==> config.mk <==
export PLATFORM = sky130hd
export DESIGN_NAME = serial_alu_sequencer_flat
export DESIGN_NICKNAME = d
export VERILOG_FILES = /design/src/rtl/alu_pkg.sv /design/src/rtl/serial_alu_sequencer_if.sv /design/src/rtl/serial_alu_sequencer_bitslice.sv /design/src/rtl/serial_alu_sequencer.sv /design/src/flat_wrapper.sv
export SDC_FILE = /design/constraint.sdc
export NUM_CORES = 1
export LEC_CHECK = 0
export ABC_AREA = 1
export CAP_MARGIN = 20
export CELL_PAD_IN_SITES_DETAIL_PLACEMENT = 1
export CELL_PAD_IN_SITES_GLOBAL_PLACEMENT = 1
export CORE_UTILIZATION = 44
export CTS_BUF_LIST = sky130_fd_sc_hd__clkbuf_4 sky130_fd_sc_hd__clkbuf_8
export CTS_CLUSTER_DIAMETER = 100
export DETAILED_ROUTE_END_ITERATION = 7
export PLACE_DENSITY_LB_ADDON = 0.1
export SLEW_MARGIN = 20
export SYNTH_ARGS = -nofsm -noshare
export SYNTH_HDL_FRONTEND = slang
export SYNTH_HIERARCHICAL = 1
export SYNTH_SLANG_ARGS = --single-unit
==> constraint.sdc <==
create_clock -name clk -period 4.25 [get_ports clk]
set_input_delay 0.6375 -clock clk [delete_from_list [all_inputs] [get_ports clk]]
set_output_delay 0.6375 -clock clk [all_outputs]
set_load 0.01 [all_outputs]
==> src/rtl/alu_pkg.sv <==
// Shared ALU definitions: operation encoding, legality check and the
// sequencer state type used by the bit-serial engine.
package alu_pkg;

  typedef enum logic [2:0] {
    ALU_PASS_B = 3'b000,
    ALU_ADD    = 3'b010,
    ALU_SUB    = 3'b011,
    ALU_AND    = 3'b100,
    ALU_OR     = 3'b101,
    ALU_XOR    = 3'b110
  } alu_op_t;

  typedef enum logic [1:0] {
    IDLE,
    RUN,
    DONE
  } seq_state_t;

  // 001 and 111 have no defined slice behaviour and must never reach it.
  function automatic logic is_legal_op(input logic [2:0] code);
    return !(code == 3'b001 || code == 3'b111);
  endfunction

endpackage

==> src/rtl/serial_alu_sequencer_if.sv <==
// Request/response bundle of the bit-serial ALU: operation request in,
// busy/done handshake plus result and flags out.
interface serial_alu_sequencer_if #(parameter int WIDTH = 64);
  logic             start;
  logic [2:0]       cntrl;
  logic [WIDTH-1:0] A;
  logic [WIDTH-1:0] B;
  logic             busy;
  logic             done;
  logic [WIDTH-1:0] result;
  logic             negative;
  logic             zero;
  logic             overflow;
  logic             carry_out;

  modport master (
    output start, cntrl, A, B,
    input  busy, done, result, negative, zero, overflow, carry_out
  );

  modport slave (
    input  start, cntrl, A, B,
    output busy, done, result, negative, zero, overflow, carry_out
  );
endinterface

==> src/rtl/serial_alu_sequencer_bitslice.sv <==
// One-bit ALU slice: full adder with optional B inversion for subtract,
// plus bitwise AND/OR/XOR and pass-B.
module bitSlice import alu_pkg::*; (
  input  logic    a,
  input  logic    b,
  input  logic    cin,
  input  alu_op_t cntrl,
  output logic    result,
  output logic    cout
);

  logic b_eff;

  always_comb begin
    // NOTE: every output gets a default before the case so no path can infer a latch.
    result = 1'b0;
    cout   = 1'b0;
    b_eff  = (cntrl == ALU_SUB) ? ~b : b;
    case (cntrl)
      ALU_PASS_B: result = b;
      ALU_ADD, ALU_SUB: begin
        result = a ^ b_eff ^ cin;
        cout   = (a & b_eff) | (cin & (a ^ b_eff));
      end
      ALU_AND: result = a & b;
      ALU_OR:  result = a | b;
      ALU_XOR: result = a ^ b;
      default: result = 1'b0;
    endcase
  end

endmodule

==> src/rtl/serial_alu_sequencer.sv <==
// Bit-serial ALU: one WIDTH-bit operation over WIDTH RUN cycles through a
// single bitSlice, LSB first, with ARM-style N/Z/V/C flags.
module serial_alu_sequencer import alu_pkg::*; #(
  parameter int WIDTH = 64
) (
  input logic                  clk,
  input logic                  reset_n,
  serial_alu_sequencer_if.slave bus
);

  localparam int CW = $clog2(WIDTH + 1);
  localparam logic [CW-1:0] LAST_BIT = CW'(WIDTH - 1);
  localparam logic [CW-1:0] END_CNT  = CW'(WIDTH);

  seq_state_t       state;
  logic [WIDTH-1:0] a_sh, b_sh, r_sh;
  alu_op_t          op;
  logic             carry, carry_msb_in;
  logic [CW-1:0]    cnt;
  logic             slice_res, slice_cout, arith;

  logic             busy_q, done_q, neg_q, zero_q, ovf_q, cout_q;
  logic [WIDTH-1:0] result_q;

  bitSlice u_slice (
    .a      (a_sh[0]),
    .b      (b_sh[0]),
    .cin    (carry),
    .cntrl  (op),
    .result (slice_res),
    .cout   (slice_cout)
  );

  assign arith = (op == ALU_ADD) || (op == ALU_SUB);

  // NOTE: non-blocking assignments throughout so every register samples pre-edge values.
  always_ff @(posedge clk or negedge reset_n) begin
    if (!reset_n) begin
      state        <= IDLE;
      a_sh         <= '0;
      b_sh         <= '0;
      r_sh         <= '0;
      op           <= ALU_PASS_B;
      carry        <= 1'b0;
      carry_msb_in <= 1'b0;
      cnt          <= '0;
      busy_q       <= 1'b0;
      done_q       <= 1'b0;
      result_q     <= '0;
      neg_q        <= 1'b0;
      zero_q       <= 1'b0;
      ovf_q        <= 1'b0;
      cout_q       <= 1'b0;
    end else begin
      case (state)
        IDLE: begin
          if (bus.start) begin
            state  <= RUN;
            busy_q <= 1'b1;
            a_sh   <= bus.A;
            r_sh   <= '0;
            cnt    <= '0;
            carry  <= (bus.cntrl == ALU_SUB);
            // Illegal codes degrade to pass-B of zero so the slice never sees them.
            if (is_legal_op(bus.cntrl)) begin
              op   <= alu_op_t'(bus.cntrl);
              b_sh <= bus.B;
            end else begin
              op   <= ALU_PASS_B;
              b_sh <= '0;
            end
          end
        end
        RUN: begin
          if (cnt == END_CNT) begin
            state    <= DONE;
            done_q   <= 1'b1;
            result_q <= r_sh;
            neg_q    <= r_sh[WIDTH-1];
            zero_q   <= (r_sh == '0);
            ovf_q    <= arith & (carry_msb_in ^ carry);
            cout_q   <= arith & carry;
          end else begin
            a_sh  <= a_sh >> 1;
            b_sh  <= b_sh >> 1;
            r_sh  <= {slice_res, r_sh[WIDTH-1:1]};
            carry <= slice_cout;
            cnt   <= cnt + 1'b1;
            if (cnt == LAST_BIT) carry_msb_in <= carry;
          end
        end
        DONE: begin
          state  <= IDLE;
          done_q <= 1'b0;
          busy_q <= 1'b0;
        end
        default: state <= IDLE;
      endcase
    end
  end

  assign bus.busy      = busy_q;
  assign bus.done      = done_q;
  assign bus.result    = result_q;
  assign bus.negative  = neg_q;
  assign bus.zero      = zero_q;
  assign bus.overflow  = ovf_q;
  assign bus.carry_out = cout_q;

endmodule

==> src/flat_wrapper.sv <==
// flat-port wrapper written by rule: the top's interface ports become plain ports
module serial_alu_sequencer_flat import alu_pkg::*;
#(
  parameter int WIDTH = 64
)
  (clk, reset_n, bus_start, bus_cntrl, bus_A, bus_B, bus_busy, bus_done, bus_result, bus_negative, bus_zero, bus_overflow, bus_carry_out);
  serial_alu_sequencer_if #(.WIDTH(WIDTH)) bus_i ();
  input logic clk;
  input logic reset_n;
  input wire logic [$bits(bus_i.start)-1:0] bus_start;
  input wire logic [$bits(bus_i.cntrl)-1:0] bus_cntrl;
  input wire logic [$bits(bus_i.A)-1:0] bus_A;
  input wire logic [$bits(bus_i.B)-1:0] bus_B;
  output wire logic [$bits(bus_i.busy)-1:0] bus_busy;
  output wire logic [$bits(bus_i.done)-1:0] bus_done;
  output wire logic [$bits(bus_i.result)-1:0] bus_result;
  output wire logic [$bits(bus_i.negative)-1:0] bus_negative;
  output wire logic [$bits(bus_i.zero)-1:0] bus_zero;
  output wire logic [$bits(bus_i.overflow)-1:0] bus_overflow;
  output wire logic [$bits(bus_i.carry_out)-1:0] bus_carry_out;
  assign bus_i.start = bus_start;
  assign bus_i.cntrl = bus_cntrl;
  assign bus_i.A = bus_A;
  assign bus_i.B = bus_B;
  assign bus_busy = bus_i.busy;
  assign bus_done = bus_i.done;
  assign bus_result = bus_i.result;
  assign bus_negative = bus_i.negative;
  assign bus_zero = bus_i.zero;
  assign bus_overflow = bus_i.overflow;
  assign bus_carry_out = bus_i.carry_out;
  serial_alu_sequencer #(.WIDTH(WIDTH)) u_core (.clk(clk), .reset_n(reset_n), .bus(bus_i));
endmodule
## After elaboration in Yosys (flattened, before gate mapping)

Cells that the tools add are included.

- Add/sub/neg operators: 1
- Eq/ne operators: 15
- Muxes and demuxes: 27
- Bitwise gates (word level): 13
- Reductions and logical operators: 16

Operator list:

| kind | count |
|---|---|
| $mux W64 | 7 |
| $pmux W64 S2 | 3 |
| $logic_not A64 Y1 | 1 |
| $mux W7 | 2 |
| $pmux W7 S2 | 1 |
| $eq A3 B3 Y1 const B | 4 |
| $reduce_and A2 Y1 | 5 |
| $eq A3 B2 Y1 const B | 3 |
| $add A7 B1 Y7 const B | 1 |
| $eq A7 B6 Y1 const B | 1 |
| $eq A7 B7 Y1 const B | 1 |
| $mux W1 | 6 |
| $pmux W1 S2 | 3 |
| $reduce_and A3 Y1 | 2 |
| $reduce_bool A2 Y1 | 3 |
| $and A1 B1 Y1 | 5 |
| $pmux W1 S5 | 1 |
| $mux W2 | 2 |
| $ne A2 B2 Y1 const B | 2 |
| $pmux W2 S2 | 1 |
| $xor A1 B1 Y1 | 4 |
| $eq A3 B1 Y1 const B | 1 |
| $logic_not A3 Y1 | 1 |
| $mux W3 | 1 |
| 8 further kinds | 11 |

- Register bits: 276
- Input bits: 134
- Output and inout bits: 70
- Logic and storage cells: 87

## Logic depth before layout (Yosys ltp)

Gate-level depths: netlist of the first run.

- Word-level depth: 8
- Mapped depth: 11
- Gate-level depth less buffers: 10

## Cells and area by module

Netlist of the first run, hierarchy kept.

Modules (own cells, without submodules):

| module | instances | cells each | area each (µm²) | seq. area each (µm²) |
|---|---|---|---|---|
| serial_alu_sequencer | 1 | 1436 | 12021.5 | 6881.6 |
| bitSlice | 1 | 23 | 137.6 | 0.0 |

## Worst setup path before layout of the first run

OpenSTA, ideal clock, no wires.

- Path type: reg-to-reg
- From: register u_core.op[2]
- To: register u_core.r_sh[63]
- Library setup time: 76 ps
- Arrival time: 1517 ps
- Required time: 4174 ps
- Slack: 2656 ps
- Cell stages (with the launch flop): 10
- Buffers on the path: 0
- Clock period less this slack: 1594 ps
- Path through: dfrtp_1 -> nand3b_1 -> xor2_1 -> fa_1 -> nand2_1 -> nand2_1 -> nor2_1 -> nor2_1 -> nand2_1 -> o21ai_1

- Cells in the longest elaborated chain, start to end: 7
- Elaborated cells on any way between the ends: 13
- Classes of those cells: eq/ne: 5; mux: 4; bitwise: 2; reduce/logical: 2

Ends and longest elaborated chain:

| item | line | source |
|---|---|---|
| from (decl) | serial_alu_sequencer.sv:17 | `alu_op_t op;` |
| from (signal assigned) | serial_alu_sequencer.sv:66 | `op <= alu_op_t'(bus.cntrl);` |
| $eq A3 B2 Y1 | serial_alu_sequencer_bitslice.sv:18, serial_alu_sequencer_bitslice.sv:19 |  |
| $mux W1 | serial_alu_sequencer_bitslice.sv:18 | `b_eff = (cntrl == ALU_SUB) ? ~b : b;` |
| $xor A1 B1 Y1 (2 in a row) | serial_alu_sequencer_bitslice.sv:22 | `result = a ^ b_eff ^ cin;` |
| $pmux W1 S5 (*) | serial_alu_sequencer_bitslice.sv:19 | `case (cntrl)` |
| via u_core.slice_res | serial_alu_sequencer.sv:20 | `logic slice_res, slice_cout, arith;` |
| $mux W64 (*) | serial_alu_sequencer.sv:75 | `if (cnt == END_CNT) begin` |
| $pmux W64 S2 (*) | serial_alu_sequencer.sv:55 | `case (state)` |
| to (signal assigned) | serial_alu_sequencer.sv:86 | `r_sh <= {slice_res, r_sh[WIDTH-1:1]};` |
| to (decl) | serial_alu_sequencer.sv:16 | `logic [WIDTH-1:0] a_sh, b_sh, r_sh;` |

Mark *: on every way through the listed nets, which the timed path passes. The rest lies on a longest branch. The select of a mux whose other input is x is not followed.
A chain may end at the register's enable or synchronous reset.

## Worst setup path in the final report of the first run

- From: register u_core.state[0]
- To: register u_core.b_sh[18]

- Cells in the longest elaborated chain, start to end: 3
- Elaborated cells on any way between the ends: 7
- Classes of those cells: eq/ne: 3; mux: 1; reduce/logical: 3

Ends and longest elaborated chain:

| item | line | source |
|---|---|---|
| from (decl) | serial_alu_sequencer.sv:15 | `seq_state_t state;` |
| from (signal assigned) | serial_alu_sequencer.sv:39 | `state <= IDLE;` |
| from (signal assigned) | serial_alu_sequencer.sv:58 | `state <= RUN;` |
| from (signal assigned) | serial_alu_sequencer.sv:76 | `state <= DONE;` |
| $eq A2 B1 Y1 or $logic_not A2 Y1 (tied branches) | serial_alu_sequencer.sv:55 |  |
| $ne A2 B2 Y1 (no line) or $reduce_bool A2 Y1 (tied branches) | -- |  |
| $reduce_and A3 Y1 (no line) | -- |  |
| to (signal assigned) | serial_alu_sequencer.sv:67 | `b_sh <= bus.B;` |
| to (signal assigned) | serial_alu_sequencer.sv:85 | `b_sh <= b_sh >> 1;` |
| to (decl) | serial_alu_sequencer.sv:16 |  |

Several ways; a longest one is shown, not always the timed one.

==> results of run 1 <==
[kinds of logic after synthesis]
group,Yosys count
compound gates,333
fa+ha+maj,5
xor+xnor,5
buf+inv,271
simple gates,570
flops,275
[power groups by stage]
| stage | registers, mW | logic, mW | clock network (mW) |
|---|---|---|---|
| after floorplan | 2.67 | 0.0156 | 0 |
| after global placement | 2.67 | 0.210 | 0 |
| after detailed placement | 2.67 | 0.211 | 0 |
| after CTS | 2.62 | 0.211 | 2.38 |
| after global routing | 2.62 | 0.226 | 2.47 |
| final | 2.62 | 0.205 | 2.31 |
[per-layer routing]
layer | up-vias | wire [um] | global-route usage [%]
met1 | 4939 | 13860 | 29.11
met2 | 183 | 14890 | 37.56
met5 | - | 11 | 0
met4 | 2 | 567 | 6.206
li1 | 5009 | - | -
met3 | 49 | 1069 | 3.479
[cell type report]
cell class,count,area (um^2)
Antenna cell,1,2.502
Clock inverter,3,23.77
Clock buffer,70,875.8
Tap cell,341,426.7
Sequential cell,275,6882
Fill cell,3238,11810
Multi-Input combinational cell,913,4172
Timing Repair Buffer,215,2156
Inverter,180,678.2
[worst paths after layout]
kind,slack (ps),end,cells after the start
min reg2reg,480,u_core/b_sh[28]$_DFFE_PN0P_,2
min in group clk,480,u_core/b_sh[28]$_DFFE_PN0P_,2
max,1060,u_core/b_sh[18]$_DFFE_PN0P_,8
min,100,u_core/bus.result[21]$_DFFE_PN0P_,1
max reg2reg,1060,u_core/b_sh[18]$_DFFE_PN0P_,8
max in group asynchronous,3160,u_core/bus.result[46]$_DFFE_PN0P_,2
[per-stage QoR]
| stage | cells | instance area (um^2) | power, mW | hold slack (ps) | setup slack, ps |
|---|---|---|---|---|---|
| after floorplan | 1459 | 12160 | 2.682 | 341.9 | 2656 |
| after global placement | 1924 | 14310 | 2.876 | 462.7 | 1155 |
| after detailed placement | 1924 | 14310 | 2.877 | 466.7 | 1049 |
| after CTS | 1997 | 15210 | 5.213 | 94.37 | 1002 |
| after global routing | 1998 | 15220 | 5.316 | 127.4 | 746.3 |
| final | 1998 | 15220 | 5.136 | 98.31 | 1057 |
[critical path, cell delays in order, from the launching register on]
cell     delay, ps
dfrtp_1        460
nand2_8        420
inv_2           90
nand2_2         80
buf_4          570
nand2_8        510
inv_2          690
nand2_1        130
nand2_1        110
[state kept, by name, summed over array words and instances, names as in the netlist]
name / flops
u_core/a_sh: 64
u_core/b_sh: 64
u_core/r_sh: 64
u_core/bus.result: 63
u_core/cnt: 7
u_core/op: 3
u_core/state: 2
u_core/bus.busy: 1
u_core/bus.carry_out: 1
u_core/bus.done: 1
u_core/bus.negative: 1
u_core/bus.overflow: 1
u_core/bus.zero: 1
u_core/carry: 1
u_core/carry_msb_in: 1
[cells in the final DEF (no fill, tap or decap), types with 4 or more instances in the layout]
cell type / n
nand2_1: 433
dfrtp_1: 275
clkdlybuf4s50_1: 202
inv_1: 177
o21ai_0: 135
o21ai_1: 131
nand3_1: 78
o22ai_1: 64
clkbuf_8: 56
nor2_1: 48
clkbuf_4: 14
buf_4: 9
xor2_1: 4
ha_1: 4
==> reports/results.ini, run 1 <==
[drt]
routedWlPerCell_um=15.21
viasPerCell=5.096
drc=0
drt_iter0_markers=501
num_vias=10180
ant_nets=0
drt-total-wl_um=30390
drt-pass1-iter-count=4

[floorplan]
die_h_um=168.2
io-pin-count=204
initial_core_util_pct=44.99
die_area_um2=28300
core-area_um2=27030
rows=60
die_w_um=168.2

[logic_synthesis]
synth_top_family_by_area=simple AND/OR/NAND/NOR gates
async_reset_ff_share_pct=100.0
synthSimpleGateAreaFrac_pct=18.73
synth-seq-cells=275
synth-edff-count=0
synthAdderAreaFrac_pct=0.5763
synth.distinct_cells=29
netlist.area_leader.share_pct=56.60
synthXorXnorAreaFrac_pct=0.3602
synth_top_cell_by_area=dfrtp_1
seq_area_frac_synth_pct=56.60
yosys_warnings=6
ys_top_cells_by_area=dfrtp_1 57%, nand2_1 13%, o21ai_0 5.6%
synth_common_cells=434 x nand2_1, 275 x dfrtp_1, 177 x inv_1
yosysMostFrequentCell=nand2_1
syn_avg_cell_area_um2=8.334
ys.flop_type=dfrtp_1
netlist_area_um2=12160
synth_compound_area_share_pct=14.40
synth.mux.area_fraction_pct=0
postSynthCellCount=1459
syn-num-nets=1598

[cts]
numCtsBuffers=46
clock_path_buffers=3
root_buffer=clkbuf_8
clk_latency_ps=550
htreeDepth=2
cts_tree=yes
cts_setup_buffers=0
clk_pin_slew_worst_paths_ps=60
holdBufCountCts=0
cts_sinks=275
cts_resized=0

[placed_design]
place.gp.congestion=0.7739
numPortBuffers=203
dpl.hpwl_um=19600

[worst_hold_path]
hold_class=in2async

[timing]
tns_ps=0
slew_violations=0
tightest_slew_ps=954.8
period_share_pct=75.13
rsz0062_at_grt=false
final_hold_viol_count=0
finalClockSkew_ps=16.02
setup_violations=0
slew_headroom_pct=36.35
fmax_mhz=313.2
fin_crit_ps=3193

[setup_path]
end_kind=register
crit_fanout=100
start_kind=register
arrival_ps=3660
required_ps=4720
reg2reg_from=u_core/state[0]$_DFFE_PN0P_
path_class=reg2reg
cp-startpoint=u_core/state[0]$_DFFE_PN0P_

[power]
vdd.ir_drop.worst_uv=191.1
switching_share_pct=21.49
power_frac_clock_pct=45.0
p_seq_share_pct=51.0
powerDensity_nw_per_um2=337.5
leakage_nw=7.142
internal-power_mw=4.032
p_comb_share_pct=4.0
power.switching_mw=1.104

[cells_and_area]
drive_above_1_share_pct=5.797
final_nets=1770
final_util_pct=56.30
area_growth_pct=25.14

[global_route]
antenna_found_initial=2
grt_max_degree=128
overflow=0
globalRouteTotalUtil_pct=22.04
first_global_vias=10470
grt_first_pass_wirelength_um=51270

[run]
maxCapViolations=0

[status]
status=completed

Power figures use the tool's default switching activity.
==> inputs of run 2 (changes only) <==
Settings changed: CORE_UTILIZATION 44 to 37.
Clock period 4.25 ns to 2.7 ns, I/O delays scaled along.
==> run 2 against run 1 <==
  * Core utilization shrank 8.3 points
  * Global-route usage shrank 3.4 points
  * Clock power grew 72%
  * Setup slack lost 520 ps
  * Combinational power grew 66%
  * Via count shrank 1.3%
  * Clock skew grew 5.9 ps
  * Worst hold slack gained 300 ps
  * Wire length shrank 0.70%
  * Sequential share of layout area shrank 1.1 points
  * Flip-flop and latch count is the same
  * Final cell count grew 6.1%
==> reports/results.ini, run 2 (same netlist as run 1, synthesis figures left out) <==
[power]
total_power_mw=8.443
vdd.ir_drop.worst_uv=247.0
leakage_nw=7.274
p_comb_share_pct=4.0
power_frac_clock_pct=47.1
powerDensity_nw_per_um2=541.5
power.switching_mw=1.853
internal-power_mw=6.590
switching_share_pct=21.94
p_seq_share_pct=48.8

[timing]
slew_headroom_pct=52.58
final_hold_viol_count=0
rsz0062_at_grt=false
slew_violations=0
fin_ws_ps=538.9
period_share_pct=80.04
fmax_mhz=462.7
tightest_slew_ps=711.3
fin_crit_ps=2161
tns_ps=0
finalClockSkew_ps=21.90
setup_violations=0

[floorplan]
initial_core_util_pct=37.47
rows=66
die_h_um=183.3
die_area_um2=33590
io-pin-count=204
die_w_um=183.3
core-area_um2=32450

[drt]
maxUsedRoutingLayer=met5
drt_iter0_markers=468
dr_wl_met2_um=14420
drt-pass1-iter-count=4
num_vias=10050
met3_length_um=1337
drt-total-wl_um=30180
routedWlPerCell_um=14.24
drc=0
ant_nets=0
viasPerCell=4.741
wl_met1_um=13940

[cells_and_area]
final_nets=1779
layout_common_cells=433 x nand2_1, 275 x dfrtp_1, 202 x clkdlybuf4s50_1
diodes=0
final_common_cell=nand2_1
final_util_pct=48.04
instances_no_fill=2119
area_growth_pct=28.23
drive_above_1_share_pct=6.917
top_regs=u_core/a_sh x64, u_core/b_sh x64, u_core/r_sh x64

[placed_design]
numPortBuffers=203
place_ws_ps=443.8
dp_cells=2031
place.gp.congestion=0.7250
dpl.hpwl_um=19510

[global_route]
antenna_found_initial=1
first_global_vias=10320
grt_first_pass_wirelength_um=51170
globalRouteTotalUtil_pct=18.65
grt_max_degree=130
overflow=0

[cts]
cts_resized=0
cts_tree=yes
clock_path_buffers=3
numCtsBuffers=48
clk_pin_slew_worst_paths_ps=60
cts_sinks=275
root_buffer=clkbuf_8
htreeDepth=2
clk_latency_ps=560
cts_setup_buffers=0

[run]
maxCapViolations=0

[setup_path]
start_kind=register
end_kind=register
arrival_ps=2580
required_ps=3120
crit_fanout=64
path_class=reg2reg

[status]
status=completed

[worst_hold_path]
hold_class=in2async

run 2: cell types whose count changed in the layout (fill, tap and decap cells not counted), sizes merged:
| cell | change |
|---|---|
| buf | +6 |
| diode | -1 |
| dlygate4sd3 | +1 |
| clkbuf | +10 |
| clkinv | +4 |
run 2: metal layers:
metal | GRT usage [%] | vias to the layer above
met5 | 0 | -
met4 | 4.667 | 2
met1 | 24.73 | 4793
met2 | 31.45 | 180
met3 | 3.415 | 45
li1 | - | 5027
run 2: path summary, 6_finish.rpt:
kind                                             startpoint                           endpoint  slack [ps]  depth (start not counted)
min in group clk                                  bus_A[63]        u_core/a_sh[63]$_DFFE_PN0P_         440                          3
worst max-delay path              u_core/cnt[0]$_DFFE_PN0P_        u_core/r_sh[63]$_DFFE_PN0P_         540                         10
worst min register to register  u_core/b_sh[30]$_DFFE_PN0P_        u_core/b_sh[30]$_DFFE_PN0P_         470                          2
worst max register to register    u_core/cnt[0]$_DFFE_PN0P_        u_core/r_sh[63]$_DFFE_PN0P_         540                         10
max in group asynchronous                           reset_n        u_core/a_sh[10]$_DFFE_PN0P_        1590                          3
worst min-delay path                                reset_n  u_core/bus.result[22]$_DFFE_PN0P_         400                          2
run 2: layout make-up:
| cell class | instances | area, um^2 |
|---|---|---|
| repair buffers | 222 | 2295 |
| flip-flops and latches | 275 | 6882 |
| multi-input cells | 913 | 4167 |
| inverters | 180 | 678.2 |
| fillers | 3862 | 16860 |
| well taps | 442 | 553.0 |
| clock buffers | 80 | 975.9 |
| clock inverters | 7 | 41.29 |
run 2: repair_timing:
action,in CTS,in global routing
setup endpoints to repair,0,0
hold buffers,1,0
hold endpoints to repair,58,0
run 2: worst max-delay path, stage by stage, from the launching register on:
cell	delay, ps
dfrtp_1	400
inv_1	100
ha_1	150
nand2_1	60
nor3_2	100
nand2_1	130
nand2_2	140
buf_4	550
inv_1	210
nand2_1	110
o21ai_1	70
run 2: power groups by stage:
stage                     Combinational (mW)  Clock, mW  Sequential (mW)
after global placement                 0.352          0             4.20
after CTS                              0.354       4.13             4.12
final                                  0.340       3.98             4.12
after global routing                   0.376       4.30             4.12
after detailed placement               0.351          0             4.20
after floorplan                       0.0245          0             4.20
run 2: metrics by stage:
stage / hold WS [ps] / instance area, um^2
after CTS: 383.1 / 15590
after global routing: 420.0 / 15590
after global placement: 402.9 / 14560
final: 402.4 / 15590
after detailed placement: 406.4 / 14560
after floorplan: 109.4 / 12160
==> inputs of run 3 (changes only) <==
Settings changed: CORE_UTILIZATION 37 to 41.
Clock period 2.7 ns to 2.2 ns, I/O delays scaled along.
==> run 3 against run 2 <==
  * Wire length up 0.58%
  * Worst hold slack worse by 130 ps
  * Sequential share of layout area up 0.071 points
  * Flip-flop and latch count unchanged
  * Die area down 9.7%
  * Via count up 2.0%
  * Critical path depth unchanged
  * Critical path type unchanged
  * Largest cell class unchanged
  * Largest power group unchanged
==> reports/results.ini, run 3 (same netlist as run 1, synthesis figures left out) <==
[cells_and_area]
multi_input_area_um2=4167
final_common_cell=nand2_1
layout_common_cells=433 x nand2_1, 275 x dfrtp_1, 202 x clkdlybuf4s50_1
register_area_um2=6882
stdcell_area_um2=15570
final_nets=1785
top_regs=u_core/a_sh x64, u_core/b_sh x64, u_core/r_sh x64
area_growth_pct=28.02
drive_above_1_share_pct=7.083
instances_no_fill=2064
diodes=0
final_util_pct=53.80
fillCellCount=3416

[cts]
htreeDepth=2
cts_setup_buffers=0
cts_tree=yes
clock_path_buffers=3
root_buffer=clkbuf_8
clk_pin_slew_worst_paths_ps=60
cts_sinks=275
numCtsBuffers=47
clk_latency_ps=570

[power]
p_seq_share_pct=49.4
power_frac_clock_pct=46.5
power.switching_mw=2.220
internal-power_mw=8.031
powerDensity_nw_per_um2=658.5
vdd.ir_drop.worst_uv=353.5
total_power_mw=10.25
leakage_nw=7.295
switching_share_pct=21.66
p_comb_share_pct=4.1

[timing]
rsz0062_at_grt=false
fmax_mhz=486.0
setup_violations=0
slew_headroom_pct=48.49
slew_violations=0
tightest_slew_ps=772.7
fin_hold_ws_ps=273.7
final_hold_viol_count=0
tns_ps=0
finalClockSkew_ps=40.37
fin_crit_ps=2058
period_share_pct=93.54
fin_ws_ps=142.2

[placed_design]
place_area_um2=14560
dp_cells=1980
dpl.hpwl_um=20070
numPortBuffers=203
place_ws_ps=-59.02
place.gp.congestion=0.7519

[drt]
ant_nets=0
viasPerCell=4.967
routedWlPerCell_um=14.71
drt_iter0_markers=571
drt-total-wl_um=30360
num_vias=10250
drc=0
drt-pass1-iter-count=4

[floorplan]
die_h_um=174.2
core-area_um2=28940
rows=62
die_w_um=174.2
io-pin-count=204
die_area_um2=30350
initial_core_util_pct=42.02

[setup_path]
required_ps=2630
crit_fanout=64
end_kind=register
start_kind=register
path_class=reg2reg
arrival_ps=2490

[global_route]
first_global_vias=10620
overflow=0
grt_first_pass_wirelength_um=52370
globalRouteTotalUtil_pct=20.76
antenna_found_initial=1
grt_max_degree=134

[run]
maxCapViolations=0

[status]
status=completed

[worst_hold_path]
hold_class=in2async

## run 3: critical path: stages (launching register included)
cell      delay (ps)
dfrtp_1          400
inv_1            110
ha_1             150
nand2_1           60
nor3_2           100
nand2_1          160
nand2_2          170
clkbuf_8         420
inv_1            180
nand2_1          100
o21ai_1           70
## run 3: per-layer routing
layer | up-vias | GRT usage, % | share of wire (%)
met3 | 63 | 3.784 | 3.9
met2 | 195 | 34.41 | 48
li1 | 5040 | - | -
met1 | 4952 | 27.91 | 46
met5 | - | 0 | 0.043
met4 | 2 | 5.592 | 2.1
## run 3: path summary, 6_finish.rpt
check                                                 start                                end  slack [ps]  depth (start not counted)
worst min register to register  u_core/b_sh[44]$_DFFE_PN0P_        u_core/b_sh[44]$_DFFE_PN0P_         480                          2
min in group clk                                  bus_A[63]        u_core/a_sh[63]$_DFFE_PN0P_         350                          3
worst max-delay path              u_core/cnt[0]$_DFFE_PN0P_          u_core/cnt[1]$_DFFE_PN0P_         140                         10
worst min-delay path                                reset_n  u_core/bus.result[21]$_DFFE_PN0P_         270                          2
max in group asynchronous                           reset_n  u_core/bus.result[54]$_DFFE_PN0P_        1130                          4
worst max register to register    u_core/cnt[0]$_DFFE_PN0P_          u_core/cnt[1]$_DFFE_PN0P_         140                         10
## run 3: layout make-up
class	instances	area share, %
clock buffers	80	6.149
clock inverters	3	0.1929
inverters	180	4.357
multi-input cells	913	26.77
flip-flops and latches	275	44.21
well taps	384	3.087
repair buffers	229	15.24
## run 3: power by group through the flow
stage	Sequential [mW]	Clock, mW	Combinational (mW)
final	5.06	4.77	0.420
after global placement	5.15	0	0.431
after floorplan	5.15	0	0.0301
after CTS	5.06	4.94	0.433
after global routing	5.06	5.12	0.461
after detailed placement	5.15	0	0.431
## run 3: what timing repair did
action,4_1_cts,5_1_grt
hold buffers,1,0
endpoints found under the hold margin,47,0
endpoints found under the setup margin,80,9
gates resized for setup,2,2
